===== config.mk =====
export PLATFORM = sky130hd
export DESIGN_NAME = sdio_host_cmd
export DESIGN_NICKNAME = d
export VERILOG_FILES = /design/src/rtl/sdio_host_cmd.sv
export SDC_FILE = /design/constraint.sdc
export NUM_CORES = 1
export LEC_CHECK = 0
export CAP_MARGIN = 10
export CORE_MARGIN = 2
export CORE_UTILIZATION = 47
export CTS_CLUSTER_SIZE = 40
export DETAILED_ROUTE_END_ITERATION = 10
export GPL_ROUTABILITY_DRIVEN = 1
export GPL_TIMING_DRIVEN = 0
export PLACE_DENSITY = 0.79
export RECOVER_POWER = 25
export SLEW_MARGIN = 25
export SYNTH_ARGS = -nofsm -noshare
export SYNTH_HDL_FRONTEND = slang
export SYNTH_SLANG_ARGS = --single-unit

===== constraint.sdc =====
create_clock -name i_clk -period 2.15 [get_ports i_clk]
set_input_delay 0.645 -clock i_clk [delete_from_list [all_inputs] [get_ports i_clk]]
set_output_delay 0.645 -clock i_clk [all_outputs]
set_load 0.02 [all_outputs]

===== src/rtl/sdio_host_cmd.sv =====
// Host-side SDIO CMD-line engine: serialises a 48-bit command with CRC7, waits for
// the card's response start bit and deserialises/checks a 48- or 136-bit response.
module sdio_host_cmd #(
    parameter int NCR_MAX = 64,
    parameter int LGNCR   = 7
) (
    input  logic         i_clk,
    input  logic         i_reset_n,
    input  logic         i_ckstb,
    input  logic         i_req,
    input  logic [5:0]   i_cmd,
    input  logic [31:0]  i_arg,
    input  logic [1:0]   i_rtype,
    output logic         o_busy,
    output logic         o_done,
    output logic         o_timeout,
    output logic         o_crcerr,
    output logic [5:0]   o_resp_idx,
    output logic [119:0] o_resp,
    output logic         o_cmd_en,
    output logic         o_cmd,
    input  logic         i_cmd_pin,
    output logic [2:0]   o_dbg_state
);

    // Handshake: i_req is taken on any cycle with o_busy low; o_busy then stays high
    // through the single-cycle o_done pulse, after which a new i_req may be accepted.

    typedef enum logic [2:0] {S_IDLE, S_TX, S_WAIT, S_RX, S_DONE} state_t;

    localparam logic [1:0] RT_NONE = 2'b00;
    localparam logic [1:0] RT_R2   = 2'b10;
    localparam logic [1:0] RT_R3   = 2'b11;

    state_t            state, state_nxt;
    logic [47:0]       tx_sr;
    logic [7:0]        bit_cnt;
    logic [LGNCR-1:0]  ncr_cnt;
    logic [133:0]      rx_sr;
    logic [134:0]      rx_full;
    logic [6:0]        rx_crc;
    logic [1:0]        rtype_q;
    logic              rx_last, in_crc, ncr_expired;
    logic              dec_dir, dec_end, dec_err;
    logic [5:0]        dec_idx;
    logic [6:0]        dec_crc;
    logic [119:0]      dec_resp;

    function automatic logic [6:0] crc7_step(input logic [6:0] c, input logic b);
        logic fb;
        fb = b ^ c[6];
        return {c[5:0], 1'b0} ^ (fb ? 7'h09 : 7'h00);
    endfunction

    function automatic logic [6:0] crc7_frame(input logic [39:0] f);
        logic [6:0] c;
        c = 7'h00;
        for (int i = 39; i >= 0; i--) c = crc7_step(c, f[i]);
        return c;
    endfunction

    assign o_done      = (state == S_DONE);
    assign o_dbg_state = state;

    // The start bit is never shifted in, so rx_full is indexed from the LSB end.
    assign rx_full     = {rx_sr, i_cmd_pin};
    assign rx_last     = (state == S_RX) && i_ckstb &&
                         (bit_cnt == ((rtype_q == RT_R2) ? 8'd135 : 8'd47));
    assign in_crc      = (rtype_q == RT_R2) ? (bit_cnt >= 8'd8 && bit_cnt <= 8'd127)
                                            : (bit_cnt >= 8'd1 && bit_cnt <= 8'd39);
    assign ncr_expired = (ncr_cnt == LGNCR'(NCR_MAX - 1));

    always_comb begin
        dec_dir  = 1'b0;
        dec_idx  = 6'h00;
        dec_resp = 120'h0;
        dec_crc  = 7'h00;
        dec_end  = 1'b0;
        if (rtype_q == RT_R2) begin
            dec_dir  = rx_full[134];
            dec_idx  = rx_full[133:128];
            dec_resp = rx_full[127:8];
        end else begin
            dec_dir  = rx_full[46];
            dec_idx  = rx_full[45:40];
            dec_resp = {88'h0, rx_full[39:8]};
        end
        dec_crc = rx_full[7:1];
        dec_end = rx_full[0];
        dec_err = dec_dir || !dec_end || ((rtype_q != RT_R3) && (dec_crc != rx_crc));
    end

    always_comb begin
        state_nxt = state;
        case (state)
            S_IDLE: if (i_req) state_nxt = S_TX;
            S_TX: begin
                if (i_ckstb && bit_cnt == 8'd47)
                    state_nxt = (rtype_q == RT_NONE) ? S_DONE : S_WAIT;
            end
            S_WAIT: begin
                if (i_ckstb) begin
                    if (!i_cmd_pin)       state_nxt = S_RX;
                    else if (ncr_expired) state_nxt = S_DONE;
                end
            end
            S_RX:   if (rx_last) state_nxt = S_DONE;
            S_DONE: state_nxt = S_IDLE;
            default: state_nxt = S_IDLE;
        endcase
    end

    always_ff @(posedge i_clk or negedge i_reset_n) begin
        if (!i_reset_n) state <= S_IDLE;
        else            state <= state_nxt;
    end

    always_ff @(posedge i_clk or negedge i_reset_n) begin
        if (!i_reset_n) begin
            o_busy     <= 1'b0;
            o_timeout  <= 1'b0;
            o_crcerr   <= 1'b0;
            o_cmd_en   <= 1'b0;
            o_cmd      <= 1'b1;
            o_resp     <= 120'h0;
            o_resp_idx <= 6'h00;
            tx_sr      <= 48'h0;
            bit_cnt    <= 8'd0;
            ncr_cnt    <= '0;
            rx_sr      <= '0;
            rx_crc     <= 7'h00;
            rtype_q    <= 2'b00;
        end else begin
            // The end bit stays on the pad for a full bit time, released at the next strobe.
            if (i_ckstb && state != S_TX) begin
                o_cmd_en <= 1'b0;
                o_cmd    <= 1'b1;
            end
            case (state)
                S_IDLE: begin
                    if (i_req) begin
                        rtype_q   <= i_rtype;
                        tx_sr     <= {2'b01, i_cmd, i_arg, crc7_frame({2'b01, i_cmd, i_arg}), 1'b1};
                        bit_cnt   <= 8'd0;
                        o_busy    <= 1'b1;
                        o_timeout <= 1'b0;
                        o_crcerr  <= 1'b0;
                    end
                end
                S_TX: begin
                    if (i_ckstb) begin
                        o_cmd    <= tx_sr[47];
                        o_cmd_en <= 1'b1;
                        tx_sr    <= {tx_sr[46:0], 1'b0};
                        bit_cnt  <= bit_cnt + 8'd1;
                        ncr_cnt  <= '0;
                    end
                end
                S_WAIT: begin
                    if (i_ckstb) begin
                        if (!i_cmd_pin) begin
                            bit_cnt <= 8'd1;
                            rx_crc  <= 7'h00;
                            rx_sr   <= '0;
                        end else if (ncr_expired) begin
                            o_timeout <= 1'b1;
                        end else begin
                            ncr_cnt <= ncr_cnt + 1'b1;
                        end
                    end
                end
                S_RX: begin
                    if (i_ckstb) begin
                        rx_sr   <= rx_full[133:0];
                        bit_cnt <= bit_cnt + 8'd1;
                        if (in_crc) rx_crc <= crc7_step(rx_crc, i_cmd_pin);
                        if (rx_last) begin
                            o_resp     <= dec_resp;
                            o_resp_idx <= dec_idx;
                            o_crcerr   <= dec_err;
                        end
                    end
                end
                S_DONE: o_busy <= 1'b0;
                default: ;
            endcase
        end
    end

endmodule


# Word-level counts from Yosys, hierarchy flattened
# Cells that the tools add are included.
# W data, S select, Z words.
[word_totals]
ff_bits = 340
in_bits = 45
output_inout_bits = 135
word_cells = 242
[op_classes]
n_addsub = 2
n_lt_le_gt_ge = 4
eq_ne = 24
n_mux = 90
n_bitwise = 77
reduce_logical = 31
[op_table]
columns = ["op", "count"]
rows = [
  ["$mux W134", 3],
  ["$pmux W134 S2", 1],
  ["$xor A7 B4 Y7", 37],
  ["$mux W4", 39],
  ["$mux W120", 1],
  ["$mux W48", 2],
  ["$pmux W48 S2", 1],
  ["$mux W7", 8],
  ["$mux W8", 5],
  ["$xor A1 B1 Y1", 36],
  ["$pmux W7 S2", 2],
  ["$reduce_and A5 Y1", 5],
  ["$ne A2 B2 Y1 const B", 12],
  ["$pmux W8 S3", 1],
  ["$mux W3", 7],
  ["$mux W1", 15],
  ["$pmux W3 S4", 1],
  ["$reduce_bool A2 Y1", 6],
  ["$add A8 B1 Y8 const B", 1],
  ["$eq A8 B6 Y1 const B", 1],
  ["$eq A8 B8 Y1", 1],
  ["$ge A8 B1 Y1 const B", 1],
  ["$ge A8 B4 Y1 const B", 1],
  ["$le A8 B6 Y1 const B", 1],
  ["26 further kinds", 40],
]

# Logic depth before layout (Yosys ltp)
[depth]
ltp_word = 111
depth_mapped = 10
mapped_depth_nobuf = 8

# Worst setup path before layout
# Ideal clock, no wire load.
[synth_path]
path_type = "in2reg"
startpoint = "in i_cmd[4]"
endpoint = "reg tx_sr[3]"
setup_ps = 126
t_arrival_ps = 2538
required_ps = 2024
slack_ps = -514
path_stages = 6
n_path_buf = 0
path_cell_list = "xnor3_1 > xor2_1 > xor3_2 > xnor3_2 > xnor2_1 > a221o_1"
[synth_via]
elab_chain_len = 55
elab_cells_between_ends = 75
classes_between = "mux: 20; bitwise: 55"
[synth_lines]
columns = ["element", "line", "text"]
rows = [
  ["start, declared", "11", "input logic [5:0] i_cmd,"],
  ["$xor A1 B1 Y1 *", "51", "fb = b ^ c[6];"],
  ["$mux W4 *", "52", "return {c[5:0], 1'b0} ^ (fb ? 7'h09 : 7'h00);"],
  ["$xor A6 B4 Y6 *", "52", ""],
  ["$xor A7 B4 Y7 * (3 in series)", "52", ""],
  ["$xor A1 B1 Y1 or $xor A7 B4 Y7 (tied branches)", "51, 52", ""],
  ["$mux W4 or $xor A7 B4 Y7 (tied branches)", "52", ""],
  ["$xor A7 B4 Y7 * (4 in series)", "52", ""],
  ["$xor A1 B1 Y1 or $xor A7 B4 Y7 (tied branches)", "51, 52", ""],
  ["(+26 left out)", "n/a", ""],
  ["$xor A1 B1 Y1 or $xor A7 B4 Y7 (tied branches)", "51, 52", ""],
  ["$mux W4 or $xor A7 B4 Y7 (tied branches)", "52", ""],
  ["$xor A7 B4 Y7 * (7 in series)", "52", ""],
  ["$xor A1 B1 Y1 *", "51", ""],
  ["$mux W4 *", "52", ""],
  ["$xor A7 B4 Y7 * (3 in series)", "52", ""],
  ["$mux W48 *", "141", "if (i_req) begin"],
  ["$pmux W48 S2 *", "139", "case (state)"],
  ["end signal, assigned", "143", "tx_sr <= {2'b01, i_cmd, i_arg, crc7_frame({2'b01, i_cmd, i_arg}), 1'b1};"],
  ["end signal, assigned", "154", "tx_sr <= {tx_sr[46:0], 1'b0};"],
  ["end, declared", "36", "logic [47:0] tx_sr;"],
]
# Mark *: on every way between the ends. The rest lies on a longest branch, timed or not. The select of a mux whose other input is x is not followed.
# A chain may end at the register's enable or synchronous reset.

# Worst setup path after layout
# Ends and elaborated chain as after synthesis.

==> reports/metrics.yaml <==
status:
  status: "finished with violations"
  failed_checks: "max-capacitance violations, max-slew violations, negative setup slack"
power_and_ir_drop:
  irDropWorstVdd_v: 0.000698
  cellLeakagePower_uw: 0.00997
  pwr_density_cell_mw_per_mm2: 1050
timing:
  finClkSkew_ns: 0.0194
  period_share: 1.04
  fin_crit_ns: 2.24
  setup_ws_ns: -0.0913
  timing.hold.ws_ns: 0.318
  slew_violations: 31
  rsz0062_at_grt: "yes"
  setup_viol: 3
  tightest_slew_ns: 1.66
  relSlewSlack: -0.105
  finalHoldViolCount: 0
  clock.fmax_mhz: 446
layout:
  syn_to_final_growth_pct: 31.4
  fin_cells: 1980
  finalNetCount: 1613
  drive_gt1_frac: 0.165
  n_antenna_cell: 0
place:
  portBuffers: 178
  routabilityCongestion: 0.867
  dp_cells: 1874
  dp_hpwl_um: 22800
critical_path:
  cp.arrival_ns: 2.65
  crit_path_end_kind: "flip-flop"
  path_class: "primary input to flip-flop"
  cp_max_fo: 2
  cp.required_ns: 2.56
  start_kind: "primary input"
clock_network:
  tritoncts: "built"
  cts-root-buf: "clkbuf_16"
  clk_pin_slew_worst_paths_ns: 0.06
  htree_levels: 2
  cts_buffers: 36
  clock_latency_ns: 0.53
  cts_sinks: 340
  ctsLongestPathBuffers: 3
detailed_routing:
  num_vias: 10800
  firstDrtPassIters: 5
  dr.first_iter.drc_count: 868
  routed_wl_um: 34100
  antenna_left: 0
  wl_per_cell_um: 17.2
  via_per_inst: 5.47
  drc_errors: 0
synthesis:
  synthFlopType: "dfrtp_1"
  yosysUniqueCellTypes: 52
  synthArstFlopShare: 1.00
  synthCells: 1301
  yosys_warnings: 0
  avgSynthCellArea_sq_um: 11.0
  ys_seq_elements: 340
  synth_edf_count: 0
  syn_nets: 1351
  synth_seq_area_share: 0.595
  syn-cell-area_sq_mm: 0.0143
floorplan:
  core_sq_mm: 0.0298
  die-area_sq_mm: 0.0319
  fp.dieW_um: 178
  die_height_um: 178
  io_pins: 180
  row_count: 63
  initial_core_util: 0.480
global_routing:
  grt_start_max_net_pins: 94
  grt-ovfl-total: 0
  grt_pass1_wl_um: 55600
  grt_antenna_before_repair: 0
  grt_pass1_vias: 10700
  grt_usage: 0.218
min_path:
  hold_class: "primary input to asynchronous set/reset pin"
flow_run:
  cap_violations: 1
-- logic make-up (layout without fill, tap and decap cells) --
family,Yosys count,in the layout,share of synthesized area
buf+inv,101,390,0.0275
compound gates,329,329,0.159
flops,340,340,0.595
fa+ha+maj,5,5,0.00437
mux,41,41,0.0315
xor+xnor,75,75,0.0667
simple gates,410,410,0.117
-- stage by stage --
| step | worst slack [ns] | TNS [ns] | area [sq um] | utilization | power [uW] |
|---|---|---|---|---|---|
| floorplan | -0.376 | -1.27 | 14400 | - | 11000 |
| finish | -0.0913 | -0.216 | 18800 | 0.631 | 19700 |
| global placement | -13.67 | -4959.61 | 16700 | 0.560 | 12200 |
| CTS | -0.166 | -0.292 | 18400 | 0.619 | 19600 |
| global route | -0.127 | -1.11 | 18800 | 0.631 | 20800 |
| detailed placement | -1.30 | -298.40 | 16800 | 0.564 | 12400 |
-- state kept, by name (all words and copies together) (netlist names), named ones only --
| register | count |
|---|---|
| bit_cnt | 8 |
| o_resp | 120 |
| tx_sr | 48 |
| rx_crc | 7 |
| o_crcerr | 1 |
| ncr_cnt | 7 |
| rx_sr | 134 |
| o_dbg_state | 3 |
| rtype_q | 2 |
| o_timeout | 1 |
| o_resp_idx | 6 |
| o_busy | 1 |
-- path summary, 6_finish.rpt --
path,start,to,slack [ns],cells after the start
max in group asynchronous,i_reset_n,o_resp[40],0.38,2
worst min-delay path,i_reset_n,rx_sr[27],0.32,2
worst max-delay path,i_cmd[4],tx_sr[3],-0.09,8
worst min register to register,tx_sr[47],tx_sr[47],0.47,2
worst max register to register,o_dbg_state[2],o_dbg_state[2],0.08,9
min in group i_clk,i_arg[22],tx_sr[30],0.40,3
-- synthesized netlist by cell type, drive strengths merged, types with 4 or more instances --
master / count / area, sq um
dfrtp: 339 / 8480
nand2: 300 / 1130
a22o: 135 / 1180
o21ai: 123 / 616
clkbuf: 75 / 282
nor2: 55 / 206
a31oi: 38 / 238
xnor2: 33 / 297
mux2: 32 / 360
xor2: 22 / 193
buf: 19 / 85.1
xnor3: 16 / 369
a21oi: 10 / 50.1
nand3: 10 / 50.1
mux2i: 9 / 90.1
nor3: 9 / 45.0
inv: 7 / 26.3
and3: 6 / 37.5
ha: 5 / 62.6
nand2b: 5 / 31.3
nor2b: 5 / 31.3
or3: 5 / 31.3
a21o: 4 / 30.0
nand4b: 4 / 35.0
o31ai: 4 / 30.0
xor3: 4 / 96.3
-- critical path, stage by stage --
cell	delay, ns
buf_8	0.08
xnor3_2	0.45
buf_6	0.14
xnor2_2	0.15
xnor3_2	0.31
xnor3_2	0.43
xnor2_2	0.15
a221o_1	0.29
-- layout by cell type, fill, tap and decap left out, drive strengths merged, types with 2 or more instances in the layout --
cell type	count
dfrtp	339
nand2	300
a22o	135
clkbuf	126
o21ai	123
buf	78
dlygate4sd2	71
dlymetal6s2s	58
nor2	55
a31oi	38
xnor2	33
mux2	32
clkdlybuf4s50	31
xor2	22
xnor3	16
nand3	10
a21oi	10
mux2i	9
nor3	9
inv	9
clkinv	8
and3	6
or3	5
bufinv	5
nor2b	5
nand2b	5
ha	5
a21o	4
nand4b	4
o31ai	4
xor3	4
o22ai	3
nand4	3
and2	3
o211ai	2
clkinvlp	2
clkdlybuf4s15	2
-- per-layer routing --
layer	up-vias	part of all wire	GRT usage
met3	62	0.060	0.0354
li1	5078	-	-
met2	344	0.49	0.361
met1	5341	0.43	0.300
met5	-	0	0
met4	0	0.022	0.0603
-- cell type report --
type                       count  area [sq um]
clock inverter                17           249
fill                        2303         11000
timing repair buffer         227          2250
buffer                        91           502
sequential                   340          8510
clock buffer                  48          1030
tap                          390           488
multi-input combinational    860          5750
inverter                       7          26.3
-- where the power goes --
group | leakage (uW) | switching [uW] | total [uW] | internal [uW]
Combinational | 0.00474 | 3280 | 5790 | 2500
Sequential | 0.00460 | 373 | 7400 | 7030
Clock | 0.000626 | 2570 | 6560 | 3990
Total | 0.00997 | 6220 | 19700 | 13500
-- repair_timing --
action                                 CTS  global route
setup endpoints to repair              326           301
hold buffers                             1             0
pin swaps                               36            22
endpoints found under the hold margin   30             0
setup buffers                           30            13
gates resized for setup                179           168
cloned                                   1             0
(Power assumes the default switching activity.)
